===== src/rtl/io_uart_tx.sv =====
`default_nettype none
// ============================================================================
// Module   : io_uart_tx
// Brief    : Memory-mapped 8N1 serial transmitter with a small byte FIFO,
//            edge-detected send / clear-overflow strobes and a pollable
//            status byte.
// Revision : 1.0 - initial release
// ============================================================================
module io_uart_tx #(
    parameter int CLKS_PER_BIT = 16,
    parameter int FIFO_DEPTH   = 4
) (
    input  logic       CLK,
    input  logic       RESET,
    input  logic [7:0] DATA_IN,
    input  logic [7:0] CTRL_IN,
    output logic       TXD,
    output logic [7:0] STATUS
);

    localparam int              c_PTR_W    = (FIFO_DEPTH > 2) ? $clog2(FIFO_DEPTH) : 1;
    localparam logic [2:0]      c_DEPTH    = 3'(FIFO_DEPTH);
    localparam logic [15:0]     c_BIT_LAST = 16'(CLKS_PER_BIT - 1);

    typedef enum logic [1:0] {
        S_IDLE  = 2'd0,
        S_START = 2'd1,
        S_DATA  = 2'd2,
        S_STOP  = 2'd3
    } state_t;

    state_t               r_state;
    logic [15:0]          r_bit_cnt;
    logic [2:0]           r_bit_idx;
    logic [7:0]           r_shift;
    logic                 r_txd;

    logic [7:0]           r_mem [FIFO_DEPTH];
    logic [c_PTR_W-1:0]   r_wr_ptr;
    logic [c_PTR_W-1:0]   r_rd_ptr;
    logic [2:0]           r_count;
    logic                 r_overflow;
    logic [1:0]           r_ctrl_prev;

    logic                 w_full;
    logic                 w_empty;
    logic                 w_bit_end;
    logic                 w_push_req;
    logic                 w_clr_req;
    logic                 w_push;
    logic                 w_pop;
    logic                 w_unused_ctrl;

    assign w_full     = (r_count == c_DEPTH);
    assign w_empty    = (r_count == 3'd0);
    assign w_bit_end  = (r_bit_cnt == c_BIT_LAST);
    assign w_push_req = CTRL_IN[0] & ~r_ctrl_prev[0];
    assign w_clr_req  = CTRL_IN[1] & ~r_ctrl_prev[1];
    // A full FIFO drops the byte even if the FSM frees a slot on this edge.
    assign w_push     = w_push_req & ~w_full;
    // The FSM takes the head byte from IDLE, or at the end of a stop bit for
    // back-to-back frames.
    assign w_pop      = ~w_empty & ((r_state == S_IDLE) |
                                    ((r_state == S_STOP) & w_bit_end));
    assign w_unused_ctrl = ^CTRL_IN[7:2];

    assign TXD    = r_txd;
    assign STATUS = {1'b0, r_count, r_overflow, w_empty, w_full,
                     (r_state != S_IDLE)};

    // FIFO storage: written only on an accepted push, no reset needed.
    always_ff @(posedge CLK) begin
        if (w_push) begin
            r_mem[r_wr_ptr] <= DATA_IN;
        end
    end

    // Strobe history, FIFO pointers/count and the sticky overflow flag.
    always_ff @(posedge CLK or negedge RESET) begin
        if (!RESET) begin
            r_ctrl_prev <= 2'b00;
            r_wr_ptr    <= '0;
            r_rd_ptr    <= '0;
            r_count     <= 3'd0;
            r_overflow  <= 1'b0;
        end else begin
            r_ctrl_prev <= CTRL_IN[1:0];
            if (w_push) begin
                r_wr_ptr <= r_wr_ptr + c_PTR_W'(1);
            end
            if (w_pop) begin
                r_rd_ptr <= r_rd_ptr + c_PTR_W'(1);
            end
            case ({w_push, w_pop})
                2'b10:   r_count <= r_count + 3'd1;
                2'b01:   r_count <= r_count - 3'd1;
                default: r_count <= r_count;
            endcase
            // A dropped push on the same edge as a clear leaves the flag set.
            if (w_push_req && w_full) begin
                r_overflow <= 1'b1;
            end else if (w_clr_req) begin
                r_overflow <= 1'b0;
            end
        end
    end

    // Frame sequencer: start bit, eight data bits LSB first, stop bit.
    always_ff @(posedge CLK or negedge RESET) begin
        if (!RESET) begin
            r_state   <= S_IDLE;
            r_bit_cnt <= 16'd0;
            r_bit_idx <= 3'd0;
            r_shift   <= 8'd0;
            r_txd     <= 1'b1;
        end else begin
            case (r_state)
                S_IDLE: begin
                    r_txd     <= 1'b1;
                    r_bit_cnt <= 16'd0;
                    if (!w_empty) begin
                        r_shift <= r_mem[r_rd_ptr];
                        r_txd   <= 1'b0;
                        r_state <= S_START;
                    end
                end
                S_START: begin
                    if (w_bit_end) begin
                        r_bit_cnt <= 16'd0;
                        r_bit_idx <= 3'd0;
                        r_txd     <= r_shift[0];
                        r_state   <= S_DATA;
                    end else begin
                        r_bit_cnt <= r_bit_cnt + 16'd1;
                    end
                end
                S_DATA: begin
                    if (w_bit_end) begin
                        r_bit_cnt <= 16'd0;
                        if (r_bit_idx == 3'd7) begin
                            r_txd   <= 1'b1;
                            r_state <= S_STOP;
                        end else begin
                            r_shift   <= {1'b0, r_shift[7:1]};
                            r_txd     <= r_shift[1];
                            r_bit_idx <= r_bit_idx + 3'd1;
                        end
                    end else begin
                        r_bit_cnt <= r_bit_cnt + 16'd1;
                    end
                end
                S_STOP: begin
                    if (w_bit_end) begin
                        r_bit_cnt <= 16'd0;
                        if (!w_empty) begin
                            r_shift <= r_mem[r_rd_ptr];
                            r_txd   <= 1'b0;
                            r_state <= S_START;
                        end else begin
                            r_state <= S_IDLE;
                        end
                    end else begin
                        r_bit_cnt <= r_bit_cnt + 16'd1;
                    end
                end
                default: begin
                    r_state <= S_IDLE;
                    r_txd   <= 1'b1;
                end
            endcase
        end
    end

endmodule
`default_nettype wire


===== config.mk =====
export PLATFORM = sky130hd
export DESIGN_NAME = io_uart_tx
export DESIGN_NICKNAME = d
export VERILOG_FILES = /design/src/rtl/io_uart_tx.sv
export SDC_FILE = /design/constraint.sdc
export NUM_CORES = 1
export LEC_CHECK = 0
export ABC_AREA = 1
export CORE_ASPECT_RATIO = 0.75
export CORE_MARGIN = 4
export CORE_UTILIZATION = 30
export CTS_BUF_LIST = sky130_fd_sc_hd__clkbuf_4 sky130_fd_sc_hd__clkbuf_8 sky130_fd_sc_hd__clkbuf_16
export DETAILED_ROUTE_END_ITERATION = 6
export GPL_TIMING_DRIVEN = 0
export PLACE_DENSITY = 0.47
export SYNTH_ARGS = -nofsm -noshare
export SYNTH_HDL_FRONTEND = slang
export SYNTH_SLANG_ARGS = --single-unit
export TNS_END_PERCENT = 100

===== constraint.sdc =====
create_clock -name CLK -period 2.8 [get_ports CLK]
set_input_delay 0.42 -clock CLK [delete_from_list [all_inputs] [get_ports CLK]]
set_output_delay 0.42 -clock CLK [all_outputs]
set_load 0.005 [all_outputs]

==> impl_metrics.toml <==
[worst_setup_path]
worstPathArrival_ns = 2.57
crit_fanout = 4
crit_required_ns = 3.01
path_class = "reg -> reg"
start_kind = "register"
r2r_slack_ns = 0.44
r2r_cells = 10
reg2reg_to = "r_count[1]"
critPathCaptureType = "register"
r2r-start = "r_bit_cnt[0]"

[finish]
layout_commonest_cell = "nand2_1"
fillCellCount = 1171
diodes = 0
multi_input_comb_area_mm2 = 0.001399
seq_area_mm2 = 0.001963
fin_nets = 439
layout_common_cells = "nand2_1, nor2_1, nand3_1, dfrtp_1, edfxtp_1"
drive_above_1_share = 0.1335
areaGrowthSynthToFinish_pct = 19.29

[synth]
yosysSeqAreaShare = 0.5494
ys_ff_latch = 72
ys_warn_count = 0
synth_cells = 376
avgSynthCellArea_um2 = 9.504
synth_area_leader_cell = "dfrtp_1"
synth_top_area_frac = 0.2731
ys_top_cells_by_area = "dfrtp_1, edfxtp_1, nand2_1"
syn_area_mm2 = 0.003573
synth_cell_types = 42
syn-num-nets = 408

[timing]
period_needed_ns = 2.357
finalHoldViolations = 0
fin_skew_ns = 0.008449
tightest_slew_ns = 0.8728
finalMaxSlewViolations = 0
tns_ns = 0
max_slew_margin = 0.4160
rsz0062_at_grt = "false"
setup_slack_ns = 0.4429
fmax_mhz = 424.3
finalCritPeriodShare = 0.8418
finalSetupViolCount = 0

[global_route]
grt_max_degree = 25
grt_util_all_layers = 0.1155
grt_antenna_before_repair = 0
grt_pass1_wl_um = 12160
grt.overflow.total = 0
grt_pass1_vias = 2440

[clock_network]
cts.clk_slew.worst_paths_ns = 0.06
clock-sinks = 72
clockRootBuffer = "clkbuf_16"
hold_buffers = 0
post_cts_buffers = 0
clock_latency_ns = 0.33
htree_levels = 3
postCtsResizedCells = 0
cts_tree = "built"
clockBufferDepth = 2
cts_made_buffers = 9

[detailed_routing]
vias = 2470
antenna_left = 0
drc_errors = 0
viasPerCell = 4.303
drt_first_pass_iters = 5
drt_wl_total_um = 7205
drt_iter0_drc = 105
detail_route.wl_per_cell_um = 12.55

[hold_path]
hp-class = "in -> async"

[floorplanning]
rows = 34
initial_core_util = 0.3077
coreArea_mm2 = 0.01161
ioPinCount = 27
die_y_um = 102.5
die_area_mm2 = 0.01374
die_w_um = 134.0

[outcome]
outcome = "finished clean"

[place]
dp_slack_ns = 0.4221
dp_hpwl_um = 5177
portBuffers = 19
place.gp.congestion = 0.7825

[power]
power_density_mw_per_mm2 = 626.9
leakagePower_uw = 0.001876
vdd_drop_max_mv = 0.2721

[flow_run]
maxCapViolCount = 0
-- registers in the layout, summed over array words and instances, names as in the netlist, 2 cells and up --
register,flops
r_ctrl_prev,2
r_count,3
r_wr_ptr,2
r_rd_ptr,2
r_bit_cnt,16
r_mem,32
r_bit_idx,3
r_shift,8
r_state,2
-- cell usage after synthesis, drive strengths merged --
cell    instances
clkinv          1
fa              1
nand2         118
conb            1
nor2           45
dfrtp          39
o21ai          11
o211ai          1
nand4           1
edfxtp         32
a22oi           1
mux2            1
or2             1
clkbuf          1
nand3b          1
o21bai          1
xor2            6
nor3b           3
dfstp           1
inv            30
ha             13
nand3          42
nor3            5
xnor2           2
buf            10
a21oi           8
-- per-layer routing --
metal,share of wire,track usage,wire length (um),up-vias
met2,0.45,0.1812,3251,40
li1,-,-,-,1279
met1,0.51,0.1518,3642,1149
met5,0,0,0,-
met4,0.0054,0.03912,39,0
met3,0.038,0.03951,271,2
-- cell type report --
type | count | share of cell area
Buffer | 11 | 0.01996
Clock buffer | 9 | 0.05283
Clock inverter | 7 | 0.01321
Inverter | 31 | 0.02964
Multi-Input combinational cell | 262 | 0.3281
Sequential cell | 72 | 0.4605
Tap cell | 162 | 0.04755
Timing Repair Buffer | 20 | 0.04814
-- kinds of logic (layout without fill, tap and decap cells) --
group                      count (synthesis)  after routing  share of synthesized area
and+or+nand+nor                          216            216                     0.2784
DFF                                       72             72                     0.5494
buffers and inverters                     42             78                    0.05917
AOI/OAI and AO/OA                         22             22                    0.03817
adders and majority gates                 14             14                    0.05112
xor gates and xnor gates                   8              8                    0.01961
other                                      1              1                   0.001049
muxes                                      1              1                   0.003151
-- report_power, final --
group / internal, uW / switching (uW) / total (uW) / leakage [uW]
registers: 1200 / 50.2 / 1250 / 0.000800
clock network: 607 / 460 / 1070 / 0.000125
logic: 169 / 185 / 354 / 0.000951
total: 1980 / 695 / 2670 / 0.00188
-- metrics by stage --
stage          instance area [um^2]  total power [uW]    util  cells  hold WS [ns]
2_1_floorplan                  3573              1462       -    376        0.1244
3_3_place_gp                   3966              1625  0.3415    557        0.4560
3_5_place_dp                   3981              1642  0.3428    558        0.3871
4_1_cts                        4263              2729  0.3671    574       0.02349
5_1_grt                        4263              2819  0.3671    574       0.04392
6_report                       4263              2672  0.3671    574       0.01923
-- how the worst max path moves through the flow --
| stage | to | start | depth (start not counted) |
|---|---|---|---|
| 2_1_floorplan | r_count[2] | r_bit_cnt[0] | 12 |
| 3_3_place_gp | r_shift[4] | RESET | 1 |
| 3_5_place_dp | r_count[1] | r_bit_cnt[0] | 10 |
| 4_1_cts | r_count[1] | r_bit_cnt[0] | 10 |
| 5_1_grt | r_count[2] | r_bit_cnt[0] | 12 |
| 6_report | r_count[1] | r_bit_cnt[0] | 10 |
-- worst max-delay path, stage by stage, from the launching register on --
cell,delay (ns)
dfrtp_1,0.39
ha_1,0.21
nand3_2,0.18
nor2_4,0.18
nand3_1,0.08
nand2_1,0.14
nand2_1,0.11
inv_1,0.07
ha_1,0.18
fa_1,0.42
mux2_2,0.27
(Power assumes the default switching activity.)
